--- src/rtl/div_unit_pkg.sv ---
// Shared CPU-wide definitions for the RV32M divider: operation encoding,
// FSM state encoding and small op-classification helpers.
package div_unit_pkg;

  localparam int XLEN = 32;

  typedef enum logic [1:0] {
    DIV  = 2'd0,
    DIVU = 2'd1,
    REM  = 2'd2,
    REMU = 2'd3
  } div_op_t;

  typedef enum logic [1:0] {
    S_IDLE = 2'd0,
    S_CALC = 2'd1,
    S_FIX  = 2'd2,
    S_DONE = 2'd3
  } div_state_t;

  // DIV and REM interpret operands as two's-complement numbers.
  function automatic logic is_signed_op(input div_op_t op);
    return (op == DIV) || (op == REM);
  endfunction

  // REM and REMU return the remainder; the others return the quotient.
  function automatic logic is_rem_op(input div_op_t op);
    return (op == REM) || (op == REMU);
  endfunction

endpackage

--- src/rtl/div_unit_if.sv ---
// Request/response bundle between the execute-stage control and the divider.
//
// Handshake: a transfer happens on a rising clk edge where valid && ready.
// The source holds valid and its payload stable until that edge; the sink
// may raise or drop ready at any time. in_* is the request channel
// (control -> divider), out_* is the response channel (divider -> control).
interface div_unit_if #(parameter int XLEN = div_unit_pkg::XLEN);

  logic                  in_valid;
  logic                  in_ready;
  div_unit_pkg::div_op_t op;
  logic [XLEN-1:0]       dividend;
  logic [XLEN-1:0]       divisor;
  logic                  busy;
  logic                  out_valid;
  logic                  out_ready;
  logic [XLEN-1:0]       result;

  modport master (
    output in_valid, op, dividend, divisor, out_ready,
    input  in_ready, busy, out_valid, result
  );

  modport slave (
    input  in_valid, op, dividend, divisor, out_ready,
    output in_ready, busy, out_valid, result
  );

endinterface

--- src/rtl/div_unit_step.sv ---
// One restoring-division step: shift the next dividend bit into the partial
// remainder and subtract the divisor magnitude when that does not borrow.
module div_step #(
  parameter int XLEN = div_unit_pkg::XLEN
) (
  input  logic [XLEN:0]   rem_in,
  input  logic            bit_in,
  input  logic [XLEN-1:0] dvs,
  output logic [XLEN:0]   rem_out,
  output logic            q_bit
);

  logic [XLEN+1:0] shifted;
  logic [XLEN+1:0] diff;

  // Trial subtraction one bit wider than the remainder so the borrow is explicit.
  always_comb begin
    shifted = {rem_in, bit_in};
    diff    = shifted - {2'b00, dvs};
    q_bit   = ~diff[XLEN+1];
    rem_out = q_bit ? diff[XLEN:0] : shifted[XLEN:0];
  end

endmodule

--- src/rtl/div_unit.sv ---
// Iterative RV32M divider (DIV/DIVU/REM/REMU). Works on magnitudes, one
// quotient bit per cycle, and applies signs in a final fix-up cycle.
// Divide-by-zero and signed overflow bypass the iteration entirely.
module div_unit
  import div_unit_pkg::*;
#(
  parameter int XLEN = div_unit_pkg::XLEN
) (
  input  logic       clk,
  input  logic       reset,
  div_unit_if.slave  bus,
  output div_state_t dbg_state
);

  localparam int CW = $clog2(XLEN);

  div_state_t      state_q, state_d;
  div_op_t         op_q, op_d;
  logic [XLEN-1:0] quo_q, quo_d;      // dividend bits shift out as quotient bits shift in
  logic [XLEN:0]   rem_q, rem_d;
  logic [XLEN-1:0] dvs_q, dvs_d;
  logic [CW-1:0]   cnt_q, cnt_d;
  logic            q_neg_q, q_neg_d;
  logic            r_neg_q, r_neg_d;
  logic            special_q, special_d;
  logic [XLEN-1:0] result_q, result_d;

  logic [XLEN:0]   step_rem;
  logic            step_q;

  div_step #(.XLEN(XLEN)) u_step (
    .rem_in  (rem_q),
    .bit_in  (quo_q[XLEN-1]),
    .dvs     (dvs_q),
    .rem_out (step_rem),
    .q_bit   (step_q)
  );

  logic            a_neg, b_neg, div0, ovf;
  logic [XLEN-1:0] a_mag, b_mag, quo_fix, rem_fix;

  // Next-state and datapath updates for the IDLE/CALC/FIX/DONE sequence.
  always_comb begin
    state_d   = state_q;
    op_d      = op_q;
    quo_d     = quo_q;
    rem_d     = rem_q;
    dvs_d     = dvs_q;
    cnt_d     = cnt_q;
    q_neg_d   = q_neg_q;
    r_neg_d   = r_neg_q;
    special_d = special_q;
    result_d  = result_q;

    a_neg   = is_signed_op(bus.op) & bus.dividend[XLEN-1];
    b_neg   = is_signed_op(bus.op) & bus.divisor[XLEN-1];
    a_mag   = a_neg ? (~bus.dividend + 1'b1) : bus.dividend;
    b_mag   = b_neg ? (~bus.divisor + 1'b1) : bus.divisor;
    div0    = (bus.divisor == '0);
    ovf     = is_signed_op(bus.op) && (bus.dividend == {1'b1, {(XLEN-1){1'b0}}})
              && (bus.divisor == '1);
    quo_fix = q_neg_q ? (~quo_q + 1'b1) : quo_q;
    rem_fix = r_neg_q ? (~rem_q[XLEN-1:0] + 1'b1) : rem_q[XLEN-1:0];

    case (state_q)
      S_IDLE: begin
        if (bus.in_valid) begin
          op_d    = bus.op;
          dvs_d   = b_mag;
          q_neg_d = a_neg ^ b_neg;
          r_neg_d = a_neg;
          cnt_d   = '0;
          // Special cases preload final values and skip straight to the
          // result register, keeping them to a two-edge latency.
          if (div0) begin
            special_d = 1'b1;
            quo_d     = '1;
            rem_d     = {1'b0, bus.dividend};
            state_d   = S_FIX;
          end else if (ovf) begin
            special_d = 1'b1;
            quo_d     = bus.dividend;
            rem_d     = '0;
            state_d   = S_FIX;
          end else begin
            special_d = 1'b0;
            quo_d     = a_mag;
            rem_d     = '0;
            state_d   = S_CALC;
          end
        end
      end
      S_CALC: begin
        rem_d = step_rem;
        quo_d = {quo_q[XLEN-2:0], step_q};
        cnt_d = cnt_q + 1'b1;
        if (cnt_q == CW'(XLEN-1)) state_d = S_FIX;
      end
      S_FIX: begin
        if (special_q)
          result_d = is_rem_op(op_q) ? rem_q[XLEN-1:0] : quo_q;
        else
          result_d = is_rem_op(op_q) ? rem_fix : quo_fix;
        state_d = S_DONE;
      end
      S_DONE: begin
        if (bus.out_ready) state_d = S_IDLE;
      end
      default: state_d = S_IDLE;
    endcase
  end

  // State and datapath registers; reset aborts any operation in flight.
  always_ff @(posedge clk) begin
    if (reset) begin
      state_q   <= S_IDLE;
      op_q      <= DIV;
      quo_q     <= '0;
      rem_q     <= '0;
      dvs_q     <= '0;
      cnt_q     <= '0;
      q_neg_q   <= 1'b0;
      r_neg_q   <= 1'b0;
      special_q <= 1'b0;
      result_q  <= '0;
    end else begin
      state_q   <= state_d;
      op_q      <= op_d;
      quo_q     <= quo_d;
      rem_q     <= rem_d;
      dvs_q     <= dvs_d;
      cnt_q     <= cnt_d;
      q_neg_q   <= q_neg_d;
      r_neg_q   <= r_neg_d;
      special_q <= special_d;
      result_q  <= result_d;
    end
  end

  assign bus.in_ready  = (state_q == S_IDLE);
  assign bus.busy      = (state_q != S_IDLE);
  assign bus.out_valid = (state_q == S_DONE);
  assign bus.result    = result_q;
  assign dbg_state     = state_q;

endmodule
--- src/flat_wrapper.sv ---
// flat-port wrapper written by rule: the top's interface ports become plain ports
module div_unit_flat import div_unit_pkg::*;
#(
  parameter int XLEN = div_unit_pkg::XLEN
)
  (clk, reset, dbg_state, bus_in_valid, bus_op, bus_dividend, bus_divisor, bus_out_ready, bus_in_ready, bus_busy, bus_out_valid, bus_result);
  div_unit_if #(.XLEN(XLEN)) bus_i ();
  input  logic clk;
  input  logic reset;
  output div_state_t dbg_state;
  input wire logic [$bits(bus_i.in_valid)-1:0] bus_in_valid;
  input wire logic [$bits(bus_i.op)-1:0] bus_op;
  input wire logic [$bits(bus_i.dividend)-1:0] bus_dividend;
  input wire logic [$bits(bus_i.divisor)-1:0] bus_divisor;
  input wire logic [$bits(bus_i.out_ready)-1:0] bus_out_ready;
  output wire logic [$bits(bus_i.in_ready)-1:0] bus_in_ready;
  output wire logic [$bits(bus_i.busy)-1:0] bus_busy;
  output wire logic [$bits(bus_i.out_valid)-1:0] bus_out_valid;
  output wire logic [$bits(bus_i.result)-1:0] bus_result;
  assign bus_i.in_valid = bus_in_valid;
  assign bus_i.op = bus_op;
  assign bus_i.dividend = bus_dividend;
  assign bus_i.divisor = bus_divisor;
  assign bus_i.out_ready = bus_out_ready;
  assign bus_in_ready = bus_i.in_ready;
  assign bus_busy = bus_i.busy;
  assign bus_out_valid = bus_i.out_valid;
  assign bus_result = bus_i.result;
  div_unit #(.XLEN(XLEN)) u_core (.clk(clk), .reset(reset), .bus(bus_i), .dbg_state(dbg_state));
endmodule
--- config.mk ---
export PLATFORM = sky130hd
export DESIGN_NAME = div_unit_flat
export DESIGN_NICKNAME = d
export VERILOG_FILES = /design/src/rtl/div_unit_pkg.sv /design/src/rtl/div_unit_if.sv /design/src/rtl/div_unit_step.sv /design/src/rtl/div_unit.sv /design/src/flat_wrapper.sv
export SDC_FILE = /design/constraint.sdc
export NUM_CORES = 1
export LEC_CHECK = 0
export CAP_MARGIN = 20
export CORE_MARGIN = 2
export CORE_UTILIZATION = 55
export DETAILED_ROUTE_END_ITERATION = 8
export PLACE_DENSITY = 0.73
export SLEW_MARGIN = 20
export SYNTH_ARGS = -nofsm -noshare
export SYNTH_HDL_FRONTEND = slang
export SYNTH_SLANG_ARGS = --single-unit
--- constraint.sdc ---
create_clock -name clk -period 3 [get_ports clk]
set_input_delay 0.45 -clock clk [delete_from_list [all_inputs] [get_ports clk]]
set_output_delay 0.45 -clock clk [all_outputs]
set_load 0.1 [all_outputs]
Yosys cells after proc, flatten, opt, wreduce, memory -nomap -nowiden
Cells that the tools add are included.
- $add $sub $neg: 6
- equal/unequal tests: 12
- mux-type cells: 25
- bitwise operators: 8
- reductions and logical operators: 12
- operators by type and width (operator ; count):
    $mux W32 ; 11
    $add A32 B1 Y32 const B ; 4
    $not A32 Y32 ; 4
    $mux W33 ; 2
    $pmux W33 S2 ; 1
    $eq A32 B32 Y1 const B ; 2
    $pmux W32 S2 ; 1
    $sub A34 B32 Y34 ; 1
    $logic_not A32 Y1 ; 1
    $eq A2 B2 Y1 const B ; 5
    $mux W2 ; 5
    $pmux W5 S2 ; 1
    $pmux W2 S4 ; 1
    $add A5 B1 Y5 const B ; 1
    $eq A5 B5 Y1 const B ; 1
    $mux W5 ; 1
    $logic_not A2 Y1 ; 2
    $ne A2 B2 Y1 const B ; 2
    $reduce_and A2 Y1 ; 2
    $reduce_bool A2 Y1 ; 2
    $reduce_and A3 Y1 ; 1
    $and A1 B1 Y1 ; 2
    $eq A2 B1 Y1 const B ; 1
    $logic_and A1 B1 Y1 ; 2
    other kinds (5) ; 7
- bits in registers: 141
- bits of input ports: 70
- output and inout port bits: 37
- logic and storage cells: 73

Longest topological paths before layout
Gate-level depths: netlist of run 1.
- depth in word-level cells: 8
- depth in mapped cells: 13
- mapped depth without buffers: 12

Hierarchy
Synthesis of run 1 repeated with hierarchy kept, for this count alone.
- cells, all modules: 1579
- area total of the unflattened synthesis: 11561.1 um2
- modules (own cells, without submodules) (module ; times used ; cells an instance ; area each (um2)):
    div_unit ; 1 ; 1251 ; 9390.3
    div_step ; 1 ; 328 ; 2170.8

Least setup slack after synthesis of run 1
OpenSTA, ideal clock, no wires.
- path type: register -> register
- from: register u_core.state_q[0], in the netlist u_core.dbg_state[0]
- to: register u_core.quo_q[18]
- setup time: 0.065 ns
- arrival time: 3.813 ns
- data required time: 2.935 ns
- slack: -0.879 ns
- cell stages (with the launch flop): 9
- buffers on the path: 2
- cells stage by stage: dfxtp_1 > inv_1 > ha_1 > inv_1 > a21oi_1 > clkbuf_1 > buf_1 > a21oi_1 > nor2_1
- longest elaborated chain between the ends: 3
- RTL lines (item ; line ; RTL):
    from (decl) ; div_unit.sv:17 ; div_state_t state_q, state_d;
    from (signal assigned) ; div_unit.sv:127 ; state_q <= state_d;
    $logic_not A2 Y1 (*) ; - ;
    named net bus_in_ready ; flat_wrapper.sv:16 ; output wire logic [$bits(bus_i.in_ready)-1:0] bus_in_ready;
    $ne A2 B2 Y1 (no source line) or $reduce_bool A2 Y1 (tied branches) ; - ;
    $reduce_and A2 Y1 (no source line) ; - ;
    to (signal assigned) ; div_unit.sv:129 ; quo_q <= quo_d;
    to (decl) ; div_unit.sv:19 ; logic [XLEN-1:0] quo_q, quo_d;
Mark *: on every way through the listed nets, which the timed path passes. The rest lies on a longest branch.
A chain may end at the register's enable or synchronous reset.

Worst setup path after layout of run 1
- from: register u_core.rem_q[0]
- to: register u_core.rem_q[8]
- longest elaborated chain between the ends: 3
- RTL lines (item ; line ; RTL):
    from (decl) ; div_unit.sv:20 ; logic [XLEN:0] rem_q, rem_d;
    from (signal assigned) ; div_unit.sv:130 ; rem_q <= rem_d;
    $sub A34 B32 Y34 ; div_unit_step.sv:19 ; diff = shifted - {2'b00, dvs};
    $mux W33 ; div_unit_step.sv:21 ; rem_out = q_bit ? diff[XLEN:0] : shifted[XLEN:0];
    $pmux W33 S2 ; div_unit.sv:65 ; case (state_q)
No other way between the ends.

==> results of run 1 <==
cells in the mapped netlist, drive strengths merged (3+ instances only):
master / count
buf: 22
xnor2: 68
nor2: 188
nor4: 23
and3: 18
or3: 20
o41ai: 12
nor3: 28
a221oi: 34
a211oi: 53
nand3b: 7
o21bai: 3
o21a: 8
o211ai: 10
and4: 3
nor3b: 3
o21ai: 79
a21boi: 3
a211o: 3
a21o: 16
nor2b: 9
nand4: 17
xor2: 68
or3b: 3
nand2: 90
nor4b: 4
a41oi: 3
o22ai: 7
a21oi: 158
nand2b: 18
inv: 79
clkbuf: 77
ha: 43
dfxtp: 140
nand3: 28
or2: 7
or4: 12
and2: 11
a311oi: 12
a31oi: 24
a22oi: 3
mux2i: 27
o31ai: 22
logic make-up (layout without fill, tap and decap cells):
family	count (synthesis)	count (layout)	share of synthesized area (%)
flops	140	140	25.4
compound gates	463	463	26.9
xor+xnor	136	136	10.8
buf+inv	178	406	6.40
mux	29	29	2.86
fa+ha+maj	44	44	5.06
simple gates	493	493	22.6
metrics by stage:
| stage | utilization, % | setup TNS [ns] | instances | power [mW] |
|---|---|---|---|---|
| 2_1_floorplan | - | 0 | 1483 | 10.8 |
| 3_3_place_gp | 68.4 | -14.09 | 1934 | 14.5 |
| 3_5_place_dp | 68.5 | -16.74 | 1934 | 14.6 |
| 4_1_cts | 71.5 | 0 | 1966 | 16.9 |
| 5_1_grt | 73.6 | -0.104 | 1976 | 19.5 |
| 6_report | 73.6 | 0 | 1976 | 18.5 |
timing repair:
| item | 4_1_cts | 5_1_grt |
|---|---|---|
| endpoints found under the hold margin | 0 | 0 |
| endpoints found under the setup margin | 10 | 61 |
| gates resized for setup | 5 | 61 |
| pin swaps | 2 | 8 |
| cloned | 0 | 2 |
| setup buffers | 0 | 9 |
registers in the layout, indices dropped and copies added, names as in the netlist:
name / flops
u_core.rem_q: 33
u_core.bus.result: 32
u_core.dvs_q: 32
u_core.quo_q: 32
u_core.cnt_q: 5
u_core.dbg_state: 2
u_core.op_q: 1
u_core.q_neg_q: 1
u_core.r_neg_q: 1
u_core.special_q: 1
per-layer routing:
metal,vias to the layer above,wire length (um)
li1,5829,-
met1,5757,16900
met2,665,18200
met3,94,3010
met4,0,1190
met5,-,0
path summary, 6_finish.rpt:
path	depth (start not counted)	from	endpoint	slack (ns)
max	12	u_core.rem_q[0]$_SDFFE_PP0P_	u_core.rem_q[8]$_SDFFE_PP0P_	0.08
min	2	reset	u_core.cnt_q[2]$_SDFFE_PP0P_	0.42
max reg2reg	12	u_core.rem_q[0]$_SDFFE_PP0P_	u_core.rem_q[8]$_SDFFE_PP0P_	0.08
min reg2reg	2	u_core.bus.result[26]$_SDFFE_PP0P_	u_core.bus.result[26]$_SDFFE_PP0P_	0.45
power breakdown:
group	internal, mW	switching (mW)
registers	2.46	0.616
logic	5.44	7.77
clock network	1.18	0.993
layout make-up:
type	count	area (um^2)	share of cell area [%]
multi-input combinational	1165	7860	54.5
sequential	140	2820	19.5
timing repair buffer	295	2530	17.6
clock buffer	18	429	2.97
tap	265	332	2.30
inverter	79	300	2.08
clock inverter	14	150	1.04
==> results.txt, run 1 <==
Die H - 146 um
clock skew - 0.0130 ns
status - completed
H-tree Lvls - 4
chip width - 146 um
CP delay by family, top - compound AO/OA/AOI/OAI gates
Synth top area share - 25.4%
area of placed instances - 13400 um^2
syn avg cell area - 7.44 um^2
CP Buf/Inv Count - 2
GP Congestion - 0.932
commonest non-fill, non-tap cell in the layout - buf_4
core area - 19600 um^2
vias in the first global route - 11700
Ports - 107
Root Driver - clkbuf_16
Worst setup SP type - register
relative max-transition margin - 45.6%
Slowest Stage Delay on Critical Path - 0.38 ns
commonest non-fill, non-tap cells in the layout - buf_4, nor2_1, a21oi_1, dfxtp_1, nand2_1
die area - 21200 um^2
Post-synth EDFFs - 0
async set-or-reset flop fraction in the synthesized netlist - 0%
CP endpoint kind - register
final period utilization - 97.5%
Seq/Total Area, Yosys - 25.4%
RSZ-0062 raised after global routing - true
Syn. warnings - 0
# rows - 51
cell mode on critical path - a211o_1
Clk Latency, worst-skew pair - 0.44 ns
crit-path cells - ha_4 > nor2b_4 > o31a_1 > o2111ai_2 > a211o_1 > and3_4 > o211a_4 > nor2_4 > clkbuf_16 > buf_12 > a211o_1 > a221oi_2
grt total ovfl - 0
Initial Util - 56.3%
first-pass GRT wire length - 61100 um
cell taking the most area after synthesis - dfxtp_1
Power Dens Cells - 1280 nW/um^2
peak supply drop - 0.833 mV
share of layout cells above drive strength 1 - 20.9%
Max-Cap Viols - 0
GR met2 Demand/Resource - 57.4%
Final nets - 1812
vias per inst - 6.25
dpl ws - -0.360 ns
Critical Path AT - 3.29 ns
dpl hpwl - 28700 um
crit path time final - 2.92 ns
initial drt markers - 1117
CTS tree - yes
Max Transition Viols Final - 0
Total GRT Usage - 35.4%
final wirelength - 39300 um
syn_nets - 1597
worst hold path type - input pin to register
PortBufs - 106
worst slew pin tran - 0.815 ns
Clock transition at path regs - 0.07 ns
DRC - 0
setup violators final - 0
DRT Pass-1 Iters - 8
Synth Instances - 1483
Leak - 5.62 nW
largest net degree at the start of global routing - 63
Hold Buf Count CTS - 0
synth-to-layout area growth - 30.7%
grt met3 use - 4.86%
Crit Path Max Fanout - 5
final setup margin - 0.0759 ns
Vias - 12300
gr busiest metal - met2
initial antenna violation count - 0
Ant. Diodes - 0
Area contributors post-synth - dfxtp_1, a21oi_1, nor2_1
area of the mapped netlist - 11000 um^2
clock buffer depth - 2
drt wl/cell - 19.9 um
upper clock frequency limit - 342 MHz
Filler Cells Inserted - 1601
Sink Count - 140
critical path class - register to register
Antenna Nets Post-Route - 0
grt met1 use - 48.0%
final hold vios - 0
post-route design area - 14400 um^2
dominant synthesized flop cell - dfxtp_1
Yosys cell types - 80
Seq cells post-synth - 140
slowest stage cell, crit path - dfxtp_4
Min Hold Slack - 0.419 ns
TritonCTS Buffers - 17
WP data required - 3.36 ns
(Power assumes the default switching activity.)
==> run 2: changes to the inputs <==
--- a/config.mk
+++ b/config.mk
@@ -6,6 +6,7 @@
 export NUM_CORES = 1
 export LEC_CHECK = 0
 export CAP_MARGIN = 20
+export CORE_ASPECT_RATIO = 0.5
 export CORE_MARGIN = 2
 export CORE_UTILIZATION = 55
 export DETAILED_ROUTE_END_ITERATION = 8
==> constraint.sdc (replaced) <==
create_clock -name clk -period 3.4 [get_ports clk]
set_input_delay 0.51 -clock clk [delete_from_list [all_inputs] [get_ports clk]]
set_output_delay 0.51 -clock clk [all_outputs]
set_load 0.1 [all_outputs]
==> results.txt, run 2 (synthesized netlist as in run 1, its figures left out) <==
RSZ-0062 raised after global routing - false (was true)
placed cells - 1852 (was 1934)
Worst setup SP type - register (unchanged)
Max-Cap Viols - 0 (unchanged)
peak supply drop - 0.490 mV (was 0.833 mV)
WP data required - 3.69 ns (was 3.36 ns)
first-pass GRT wire length - 58900 um (was 61100 um)
status - completed (unchanged)
setup TNS - 0 ns (unchanged)
Root Driver - clkbuf_16 (unchanged)
worst hold path type - input pin to register (unchanged)
core area - 19500 um^2 (was 19600 um^2)
Initial Util - 56.5% (was 56.3%)
final setup margin - 0.163 ns (was 0.0759 ns)
grt met3 use - 8.21% (was 4.86%)
chip width - 204 um (was 146 um)
clock buffer depth - 2 (unchanged)
CP endpoint kind - register (unchanged)
GP Congestion - 0.963 (was 0.932)
DRT Pass-1 Iters - 5 (was 8)
Clock transition at path regs - 0.07 ns (about the same)
Antenna Nets Post-Route - 0 (unchanged)
crit path time final - 3.24 ns (was 2.92 ns)
reg2reg path depth - 12 (unchanged)
Crit Path Max Fanout - 3 (was 5)
Critical Path AT - 3.53 ns (was 3.29 ns)
initial drt markers - 1288 (was 1117)
gr busiest metal - met1 (was met2)
share of layout cells above drive strength 1 - 11.2% (was 20.9%)
Die H - 104 um (was 146 um)
Min Hold Slack - 0.440 ns (was 0.419 ns)
commonest non-fill, non-tap cell in the layout - nor2_1 (was buf_4)
post-route design area - 13400 um^2 (was 14400 um^2)
# rows - 36 (was 51)
vias in the first global route - 10900 (was 11700)
upper clock frequency limit - 309 MHz (was 342 MHz)
GR met2 Demand/Resource - 49.7% (was 57.4%)
dpl ws - -0.351 ns (was -0.360 ns)
H-tree Lvls - 4 (unchanged)
Power Dens Cells - 1090 nW/um^2 (was 1280 nW/um^2)
clock skew - 0.0135 ns (was 0.0130 ns)
Ant. Diodes - 0 (unchanged)
synth-to-layout area growth - 21.4% (was 30.7%)
Ports - 107 (unchanged)
drt wl/cell - 19.7 um (was 19.9 um)
Final nets - 1719 (was 1812)
non-filler instance count after layout - 1884 (was 1976)
grt met1 use - 52.7% (was 48.0%)
final period utilization - 95.2% (was 97.5%)
worst slew pin tran - 0.983 ns (was 0.815 ns)
Leak - 5.03 nW (was 5.62 nW)
TritonCTS Buffers - 17 (unchanged)
hold-critical path depth - 2 (unchanged)
CTS tree - yes (unchanged)
setup violators final - 0 (unchanged)
area of placed instances - 12800 um^2 (was 13400 um^2)
Hold Buf Count CTS - 0 (unchanged)
critical path class - register to register (unchanged)
Max Transition Viols Final - 0 (unchanged)
Clk Latency, worst-skew pair - 0.44 ns (about the same)
Sink Count - 140 (unchanged)
Total GRT Usage - 35.0% (was 35.4%)
die area - 21300 um^2 (was 21200 um^2)
final hold vios - 0 (unchanged)
Largest register FFs - 33 (unchanged)
final wirelength - 37200 um (was 39300 um)
vias per inst - 6.33 (was 6.25)
initial antenna violation count - 0 (unchanged)
Vias - 11900 (was 12300)
commonest non-fill, non-tap cells in the layout - nor2_1, a21oi_1, dfxtp_1, clkdlybuf4s50_1, buf_4 (was buf_4, nor2_1, a21oi_1, dfxtp_1, nand2_1)
DRC - 0 (unchanged)
relative max-transition margin - 34.3% (was 45.6%)
PortBufs - 106 (unchanged)
dpl hpwl - 28600 um (was 28700 um)
grt total ovfl - 0 (unchanged)
Biggest register - u_core.rem_q (unchanged)
largest net degree at the start of global routing - 73 (was 63)
==> run 2: changes by cell type in the layout (fill, tap and decap cells not counted), moves of 6 or more <==
cell and change:
buf_4 -117, clkdlybuf4s50_1 +34, ha_1 +8, dfxtp_1 +7, dfxtp_2 -6, ha_4 -6
==> run 2: layout make-up <==
class | instances | area [um^2]
Clock buffer | 20 | 447
Clock inverter | 12 | 116
Fill cell | 1653 | 6150
Inverter | 79 | 297
Multi-Input combinational cell | 1165 | 7580
Sequential cell | 140 | 2810
Tap cell | 266 | 333
Timing Repair Buffer | 202 | 1820
==> run 2: layer usage <==
layer  wire length (um)  vias to the layer above
met5                  0                        -
met4                567                        0
met3               4580                       52
met2              15200                      658
met1              16900                     5590
li1                   -                     5635
==> run 2: timing repair <==
item	4_1_cts	5_1_grt
setup endpoints to repair	0	7
resized for setup	0	2
buffers inserted	0	0
==> run 2: path summary, 6_finish.rpt <==
| path | to | slack [ns] | start |
|---|---|---|---|
| setup / recovery | u_core.rem_q[32]$_SDFFE_PP0P_ | 0.16 | u_core.quo_q[31]$_SDFFE_PP0P_ |
| hold / removal | u_core.cnt_q[0]$_SDFFE_PP0P_ | 0.44 | reset |
| setup reg to reg | u_core.rem_q[32]$_SDFFE_PP0P_ | 0.16 | u_core.quo_q[31]$_SDFFE_PP0P_ |
| hold reg to reg | u_core.bus.result[26]$_SDFFE_PP0P_ | 0.44 | u_core.bus.result[26]$_SDFFE_PP0P_ |
==> run 2: power by group <==
part           internal, mW  switching, mW  total, mW  leakage, nW
clock network          1.03          0.778       1.81        0.271
registers              2.16          0.572       2.74         1.15
logic                  3.77           6.24       10.0         3.62
==> run 2: per-stage QoR <==
stage               total power, mW  util, %
finish                         14.6     68.5
global route                   15.5     68.5
CTS                            14.3     68.4
detailed placement             12.4     65.5
global placement               12.2     65.5
floorplan                      9.50        -
==> run 2: worst max-delay path, cell delays in order, from the launching register on <==
cell,delay (ns)
dfxtp_1,0.34
inv_1,0.14
ha_1,0.27
fa_1,0.41
nand2b_1,0.20
a21oi_1,0.24
o31ai_1,0.17
and3b_1,0.23
or4_1,0.56
a21oi_1,0.22
nor4b_2,0.08
xnor2_1,0.13
o32ai_1,0.09
==> run 3: changes to the inputs <==
--- a/config.mk
+++ b/config.mk
@@ -6,11 +6,13 @@
 export NUM_CORES = 1
 export LEC_CHECK = 0
 export CAP_MARGIN = 20
+export CELL_PAD_IN_SITES_DETAIL_PLACEMENT = 1
+export CELL_PAD_IN_SITES_GLOBAL_PLACEMENT = 1
 export CORE_ASPECT_RATIO = 0.5
 export CORE_MARGIN = 2
-export CORE_UTILIZATION = 55
+export CORE_UTILIZATION = 47
 export DETAILED_ROUTE_END_ITERATION = 8
-export PLACE_DENSITY = 0.73
+export PLACE_DENSITY = 0.84
 export SLEW_MARGIN = 20
 export SYNTH_ARGS = -nofsm -noshare
 export SYNTH_HDL_FRONTEND = slang
==> results.txt, run 3 (synthesized netlist as in run 1, its figures left out) <==
Filler Cells Inserted - 2855 (was 1653)
synth-to-layout area growth - 23.2% (was 21.4%)
chip width - 221 um (was 204 um)
setup TNS - 0 ns (unchanged)
TritonCTS Buffers - 17 (unchanged)
Ports - 107 (unchanged)
commonest non-fill, non-tap cell in the layout - nor2_1 (unchanged)
clock buffer depth - 2 (unchanged)
drt wl/cell - 23.2 um (was 19.7 um)
Root Driver - clkbuf_16 (unchanged)
Largest register FFs - 33 (unchanged)
final hold vios - 0 (unchanged)
reg2reg path depth - 12 (unchanged)
CP endpoint kind - register (unchanged)
Final nets - 1727 (was 1719)
Max Transition Viols Final - 0 (unchanged)
Post-CTS Repair Setup Buffers - 0 (unchanged)
vias in the first global route - 12400 (was 10900)
largest net degree at the start of global routing - 140 (was 73)
Critical Path AT - 3.66 ns (was 3.53 ns)
worst slew pin tran - 1.00 ns (was 0.983 ns)
Leak - 5.10 nW (was 5.03 nW)
hold-critical path depth - 2 (unchanged)
reg-to-reg startpoint - u_core.quo_q[31]$_SDFFE_PP0P_ (unchanged)
# rows - 39 (was 36)
first-pass GRT wire length - 70100 um (was 58900 um)
Total GRT Usage - 36.5% (was 35.0%)
core area - 22900 um^2 (was 19500 um^2)
Ant. Diodes - 0 (unchanged)
share of layout cells above drive strength 1 - 12.1% (was 11.2%)
critical path class - register to register (unchanged)
H-tree Lvls - 4 (unchanged)
Multi-input gate area - 7580 um^2 (about the same)
WP data required - 3.71 ns (was 3.69 ns)
worst reg2reg path endpoint - u_core.rem_q[32]$_SDFFE_PP0P_ (unchanged)
CTS tree - yes (unchanged)
Sink Count - 140 (unchanged)
area taken by flip-flops and latches - 2810 um^2 (about the same)
crit path time final - 3.35 ns (was 3.24 ns)
Antenna Nets Post-Route - 0 (unchanged)
Die H - 112 um (was 104 um)
clock skew - 0.0103 ns (was 0.0135 ns)
Worst Hold Launch - u_core.bus.result[26]$_SDFFE_PP0P_ (was reset)
status - completed (unchanged)
PortBufs - 106 (unchanged)
Crit Path Max Fanout - 3 (unchanged)
Vias - 12300 (was 11900)
Tot Pwr - 15.2 mW (was 14.6 mW)
final period utilization - 98.4% (was 95.2%)
GP Congestion - 0.966 (was 0.963)
dpl hpwl - 33400 um (was 28600 um)
final setup margin - 0.0533 ns (was 0.163 ns)
final wirelength - 44800 um (was 37200 um)
setup violators final - 0 (unchanged)
Hold Path End - u_core.bus.result[26]$_SDFFE_PP0P_ (was u_core.cnt_q[0]$_SDFFE_PP0P_)
DRT Pass-1 Iters - 7 (was 5)
RSZ-0062 raised after global routing - true (was false)
DRC - 0 (unchanged)
Max-Cap Viols - 0 (unchanged)
initial antenna violation count - 0 (unchanged)
dpl ws - -0.294 ns (was -0.351 ns)
vias per inst - 6.35 (was 6.33)
die area - 24800 um^2 (was 21300 um^2)
Biggest register - u_core.rem_q (unchanged)
grt total ovfl - 0 (unchanged)
peak supply drop - 0.490 mV (about the same)
worst hold path type - register to register (was input pin to register)
Initial Util - 48.1% (was 56.5%)
Clk Latency, worst-skew pair - 0.45 ns (was 0.44 ns)
Worst setup SP type - register (unchanged)
relative max-transition margin - 33.0% (was 34.3%)
Power Dens Cells - 1120 nW/um^2 (was 1090 nW/um^2)
Clock transition at path regs - 0.07 ns (about the same)
upper clock frequency limit - 299 MHz (was 309 MHz)
initial drt markers - 1356 (was 1288)
reg-to-reg slack, setup - 0.05 ns (was 0.16 ns)
commonest non-fill, non-tap cells in the layout - nor2_1, a21oi_1, dfxtp_1, clkdlybuf4s50_1, buf_4 (unchanged)
-- run 3: changes by cell type in the layout (fill, tap and decap cells not counted), moves of 2 or more --
cell and delta:
dfxtp_2 +3, buf_4 +6, dfxtp_1 -3, inv_6 +3, clkinv_4 -3, clkinv_2 -2, bufinv_16 +2
-- run 3: area by class of cell --
type / count / share of cell area (%)
inverters: 79 / 2.18
multi-input cells: 1165 / 55.7
clock buffers: 18 / 3.16
clock inverters: 14 / 1.36
repair buffers: 210 / 14.1
well taps: 307 / 2.83
flip-flops and latches: 140 / 20.7
-- run 3: worst max-delay path by stage --
stage	from	endpoint	slack (ns)
after CTS	u_core.quo_q[31]$_SDFFE_PP0P_	u_core.rem_q[32]$_SDFFE_PP0P_	0.1
after floorplan	u_core.dbg_state[1]$_SDFFE_PP0P_	u_core.rem_q[31]$_SDFFE_PP0P_	0.01
after detailed placement	bus_divisor[3]	u_core.quo_q[3]$_SDFFE_PP0P_	-0.29
after global routing	u_core.quo_q[31]$_SDFFE_PP0P_	u_core.rem_q[32]$_SDFFE_PP0P_	-0.07
final	u_core.quo_q[31]$_SDFFE_PP0P_	u_core.rem_q[32]$_SDFFE_PP0P_	0.05
after global placement	bus_divisor[0]	u_core.quo_q[3]$_SDFFE_PP0P_	-0.27
-- run 3: what timing repair did --
action	in CTS	in global routing
hold endpoints to repair	0	0
endpoints found under the setup margin	0	31
hold buffers	0	0
resized for setup	0	7
-- run 3: routing by layer --
layer	vias to the layer above	routed length (um)	part of all wire, %	track usage, %
li1	5647	-	-	-
met1	6006	20400	45	51.5
met2	555	19600	44	57.0
met3	68	4040	9.0	7.32
met4	0	786	1.8	9.51
met5	-	0	0	0
-- run 3: worst max-delay path, stage by stage (launching register included) --
cell and delay, ns:
dfxtp_1 0.38, inv_2 0.11, ha_1 0.26, fa_1 0.42
nand2b_1 0.19, a21oi_1 0.24, o31ai_1 0.17, and3b_1 0.23
or4_1 0.59, a21oi_1 0.22, nor4b_2 0.08, xnor2_1 0.20
o32ai_1 0.12
-- run 3: stage by stage --
stage               hold WS (ns)  area (um^2)  cells  utilization (%)
floorplan                  0.440        11000   1483                -
global placement           0.436        12900   1900             56.4
detailed placement         0.458        12900   1900             56.4
global route               0.495        13600   1933             59.3
finish                     0.471        13600   1933             59.3
CTS                        0.481        13500   1932             59.1
-- run 3: where the power goes --
part           total (mW)  internal [mW]  switching, mW
clock network        2.02           1.17          0.844
logic                10.4           3.74           6.66
registers            2.80           2.17          0.627
total                15.2           7.08           8.13
